===== src/rtl/sub_serial_pkg.sv =====
// Shared definitions for the digit-serial subtractor: state encoding,
// default widths and the digit-counter width helper.
package sub_serial_pkg;

  localparam int WIDTH_DEF = 32;
  localparam int DIGIT_DEF = 4;

  typedef enum logic [1:0] {
    IDLE = 2'd0,
    RUN  = 2'd1,
    DONE = 2'd2
  } state_e;

  // A single-digit build still needs a one-bit counter.
  function automatic int digit_cnt_width(input int ndig);
    return (ndig > 1) ? $clog2(ndig) : 1;
  endfunction

endpackage


===== src/rtl/sub_serial_32_digit_sub.sv =====
// Combinational DIGIT-bit subtract-with-borrow cell, reused for every digit.
module digit_sub #(
  parameter int DIGIT = 4
) (
  input  logic [DIGIT-1:0] a,
  input  logic [DIGIT-1:0] b,
  input  logic             bin,
  output logic [DIGIT-1:0] d,
  output logic             bout
);

  logic [DIGIT:0] diff;

  // The extra top bit of the widened difference is the outgoing borrow.
  always_comb begin
    diff = {1'b0, a} - {1'b0, b} - (DIGIT + 1)'(bin);
  end

  assign d    = diff[DIGIT-1:0];
  assign bout = diff[DIGIT];

endmodule


===== src/rtl/sub_serial_32.sv =====
// Multi-cycle subtractor D = A - B, one DIGIT per clock, LSD first.
// Optional macro SUB_SERIAL_SATURATE_EN clamps D to 0 on final borrow.
module sub_serial_32
  import sub_serial_pkg::*;
#(
  parameter int WIDTH = WIDTH_DEF,
  parameter int DIGIT = DIGIT_DEF
) (
  input  logic             clk,
  input  logic             rst,
  input  logic             start,
  input  logic [WIDTH-1:0] A,
  input  logic [WIDTH-1:0] B,
  output logic             busy,
  output logic             done,
  output logic [WIDTH-1:0] D,
  output logic             BORROW
);

  localparam int NDIG = WIDTH / DIGIT;
  localparam int KW   = digit_cnt_width(NDIG);

  localparam logic [1:0] S_IDLE = IDLE;
  localparam logic [1:0] S_RUN  = RUN;
  localparam logic [1:0] S_DONE = DONE;

  localparam logic [KW-1:0] K_LAST = KW'(NDIG - 1);

  logic [1:0]       state;
  logic [KW-1:0]    k;
  logic             br;
  logic [WIDTH-1:0] a_reg;
  logic [WIDTH-1:0] b_reg;
  logic [WIDTH-1:0] d_reg;
  logic             borrow_reg;

  logic [DIGIT-1:0] a_dig;
  logic [DIGIT-1:0] b_dig;
  logic [DIGIT-1:0] d_dig;
  logic             bout;

  // Only the current digit of each operand feeds the shared cell.
  always_comb begin
    a_dig = a_reg[k*DIGIT +: DIGIT];
    b_dig = b_reg[k*DIGIT +: DIGIT];
  end

  digit_sub #(
    .DIGIT (DIGIT)
  ) u_digit_sub (
    .a    (a_dig),
    .b    (b_dig),
    .bin  (br),
    .d    (d_dig),
    .bout (bout)
  );

  always_ff @(posedge clk) begin
    if (rst) begin
      state      <= S_IDLE;
      k          <= '0;
      br         <= 1'b0;
      a_reg      <= '0;
      b_reg      <= '0;
      d_reg      <= '0;
      borrow_reg <= 1'b0;
    end else begin
      case (state)
        S_IDLE: begin
          if (start) begin
            a_reg <= A;
            b_reg <= B;
            k     <= '0;
            br    <= 1'b0;
            state <= S_RUN;
          end
        end
        S_RUN: begin
          d_reg[k*DIGIT +: DIGIT] <= d_dig;
          br <= bout;
          if (k == K_LAST) begin
            k          <= '0;
            borrow_reg <= bout;
            state      <= S_DONE;
`ifdef SUB_SERIAL_SATURATE_EN
            // Later assignment overrides the last digit write above.
            if (bout) begin
              d_reg <= '0;
            end
`endif
          end else begin
            k <= k + 1'b1;
          end
        end
        S_DONE: begin
          if (start) begin
            a_reg <= A;
            b_reg <= B;
            k     <= '0;
            br    <= 1'b0;
            state <= S_RUN;
          end else begin
            state <= S_IDLE;
          end
        end
        default: state <= S_IDLE;
      endcase
    end
  end

  assign busy   = (state == S_RUN);
  assign done   = (state == S_DONE);
  assign D      = d_reg;
  assign BORROW = borrow_reg;

endmodule


===== config.mk =====
export PLATFORM = sky130hd
export DESIGN_NAME = sub_serial_32
export DESIGN_NICKNAME = d
export VERILOG_FILES = /design/src/rtl/sub_serial_pkg.sv /design/src/rtl/sub_serial_32_digit_sub.sv /design/src/rtl/sub_serial_32.sv
export SDC_FILE = /design/constraint.sdc
export NUM_CORES = 1
export LEC_CHECK = 0
export CORE_MARGIN = 2
export CORE_UTILIZATION = 45
export DETAILED_ROUTE_END_ITERATION = 7
export PLACE_DENSITY = 0.73
export SLEW_MARGIN = 20
export SYNTH_ARGS = -nofsm -noshare
export SYNTH_HDL_FRONTEND = slang
export SYNTH_SLANG_ARGS = --single-unit
export TNS_END_PERCENT = 50

===== constraint.sdc =====
create_clock -name clk -period 7.2 [get_ports clk]
set_input_delay 1.44 -clock clk [delete_from_list [all_inputs] [get_ports clk]]
set_output_delay 1.44 -clock clk [all_outputs]
set_load 0.02 [all_outputs]

==> PnR_summary.wiki <==
{| class="wikitable"
! Metric !! Value
|-
| Clock slew at reported path FFs || 0.09 ns
|-
| Standby leakage power || 2.05 nW
|-
| Clock root cell || sky130_fd_sc_hd__clkbuf_8
|-
| Final HPWL from detailed placement || 7.37 mm
|-
| Top Ports || 102
|-
| Worst hold slack across all endpoints || 0.461 ns
|-
| Overall global routing resource usage || 19.6%
|-
| Shortest period the worst path allows || 3.71 ns
|-
| Slew headroom || 29.4%
|-
| TritonCTS buffer count || 9
|-
| Average cell area after synthesis || 8.95 µm²
|-
| Number of H-tree levels || 3
|-
| Initial antenna violation count || 0
|-
| Post-cts gate resize count || 0
|-
| Later-pin clock latency in the skew report || 0.36 ns
|-
| Number of vias after detailed routing || 3661
|-
| Core area || 9680 µm²
|-
| Fillers || 893
|-
| Syn nets || 573
|-
| Total global routing overflow || 0
|-
| Maxcap violations || 0
|-
| Post-route antenna net violation count || 0
|-
| Final number of hold-violating endpoints || 0
|-
| Total Die Area || 10700 µm²
|-
| Synthesized instance count || 496
|-
| Final max-slew violation count || 0
|-
| TritonCTS clock tree || done
|-
| Final weighted congestion in routability-driven placement || 0.887
|-
| Most common library cell in the layout ignoring fill and taps || sky130_fd_sc_hd__nand2_1
|-
| Die X-Extent || 103 µm
|-
| Number of buffer and inverter stages on the critical path || 1
|-
| Vias in the first global route || 3501
|-
| Top flip-flop cell by instance count after synthesis || sky130_fd_sc_hd__dfxtp_1
|-
| Proportion of synthesized chip area in sequential cells || 46.5%
|-
| Critical path's top delay family || buffers and inverters
|-
| Total wirelength of the detailed-routed design || 10.2 mm
|-
| Setup Skew || 0.00790 ns
|-
| IO buf count || 101
|-
| Number of standard-cell rows in the floorplan || 36
|-
| Worst-case vdd ir drop || 102 µV
|-
| Maximum fanout along the worst path || 10
|-
| Commonest cells after routing, fill and taps aside || sky130_fd_sc_hd__nand2_1 (142), sky130_fd_sc_hd__dfxtp_1 (103), sky130_fd_sc_hd__clkdlybuf4s50_1 (100)
|-
| Area added between synthesis and finish || 29.0%
|-
| CP Capture Type || output pin
|-
| Count of TritonRoute iterations in the first routing pass || 4
|-
| Maximum clock frequency || 269 MHz
|-
| Seq cells post-synth || 103
|-
| Worst endpoint required time || 5.76 ns
|-
| Maximum number of pins on one net before global-route repair || 104
|-
| Routed length per placed instance || 14.2 µm
|-
| Total setup buffers inserted after CTS || 0
|-
| Netlist cell types || 37
|-
| Crit share post-route || 51.6%
|-
| Type of the setup path with the least slack || reg2out
|-
| Hold/Removal Path Class || reg2reg
|-
| Via/cell ratio || 5.11
|-
| Syn. warnings || 0
|-
| Placed cell areas || 5510 µm²
|-
| Layout net count || 656
|-
| Number of inserted diodes || 0
|-
| CP max stage delay || 0.75 ns
|-
| Cell area after technology mapping || 4440 µm²
|-
| Setup TNS after final layout || 0 ns
|-
| Status || finished, final reports clean
|-
| Clock tree buffer depth || 2
|-
| Slew at the pin with the worst max-slew slack || 1.06 ns
|-
| Initial Util || 45.8%
|-
| Library cell contributing the largest single delay on the critical path || sky130_fd_sc_hd__clkdlybuf4s50_1
|-
| Hold buffers post-CTS || 0
|-
| Ratio of total power to cell area || 205 nW/µm²
|-
| Critical path arrival || 2.27 ns
|-
| Die height || 103 µm
|-
| DRC violation total after the first TritonRoute iteration || 139
|-
| Power after layout || 1.18 mW
|-
| Number of clock sinks || 103
|-
| Ys async rst share || 0%
|-
| Unrepaired setup endpoints after global routing || false
|-
| Number of enable-type register cells in the synthesized netlist || 0
|-
| Cells traversed along the worst timing path || nor2b_1 -> clkdlybuf4s50_1
|-
| Fraction of final layout cells sized beyond drive strength 1 || 9.25%
|-
| Total DRC errors in the routed layout || 0
|-
| Critical Path Source Type || register
|-
| Final count of negative-setup-slack endpoints || 0
|-
| Cell area after layout || 5720 µm²
|-
| Global-route wire length before repair || 16.3 mm
|}
-- cells by family after synthesis --
logic type	Yosys count	synth area share (%)
fa+ha+maj	10	3.16
simple gates	210	20.7
xor+xnor	3	0.592
flops	103	46.5
compound gates	82	10.3
mux	44	14.8
buf+inv	44	4.00
-- metal layers --
metal,part of all wire (%),global-route usage (%),vias up
met5,0,0,-
met4,1.4,5.36,0
met1,46,26.4,1719
met3,4.8,3.97,16
li1,-,-,1833
met2,48,32.1,93
-- cell usage after synthesis, types with 7 or more instances --
master	n	area, µm²
sky130_fd_sc_hd__ha_1	8	100
sky130_fd_sc_hd__clkbuf_1	19	71.3
sky130_fd_sc_hd__mux4_2	16	360
sky130_fd_sc_hd__nand2_1	142	533
sky130_fd_sc_hd__nor2_1	45	169
sky130_fd_sc_hd__mux2i_1	26	260
sky130_fd_sc_hd__dfxtp_1	103	2060
sky130_fd_sc_hd__a21oi_1	67	335
sky130_fd_sc_hd__inv_1	11	41.3
sky130_fd_sc_hd__buf_1	8	30.0
sky130_fd_sc_hd__a211oi_1	7	52.6
-- cell type report --
class | instances | area, µm² | area share [%]
clock buffer | 10 | 138 | 2.40
clock inverter | 6 | 68.8 | 1.20
inverter | 12 | 45.0 | 0.787
multi-input combinational | 349 | 2210 | 38.7
sequential | 103 | 2060 | 36.0
tap | 133 | 166 | 2.91
timing repair buffer | 104 | 1030 | 18.0
-- per-stage QoR --
| stage | util [%] | instances | setup slack, ns |
|---|---|---|---|
| after floorplan | - | 496 | 4.19 |
| after global placement | 56.9 | 701 | 3.75 |
| after detailed placement | 56.9 | 701 | 3.63 |
| after CTS | 59.1 | 717 | 3.53 |
| after global routing | 59.1 | 717 | 3.37 |
| final | 59.1 | 717 | 3.49 |
-- where the power goes --
part | switching (mW) | internal [mW]
logic | 0.102 | 0.0910
registers | 0.0169 | 0.595
clock network | 0.199 | 0.172
-- path summary, 6_finish.rpt --
kind	start	endpoint	slack (ns)	depth (start not counted)
worst max-delay path	state[0]	busy	3.49	2
worst min register to register	b_reg[29]	b_reg[29]	0.46	2
worst min-delay path	b_reg[29]	b_reg[29]	0.46	2
worst max register to register	k[0]	D[11]	3.62	10
-- worst reg2reg max path, delay by kind of cell, from the launching register on --
family	cells	cell delay, ns
muxes	2	1.01
DFF	1	0.71
adders and majority gates	2	0.67
and+or+nand+nor	3	0.40
buffers and inverters	1	0.34
AOI/OAI and AO/OA	1	0.16
xor gates and xnor gates	1	0.13
Power figures use the tool's default switching activity.
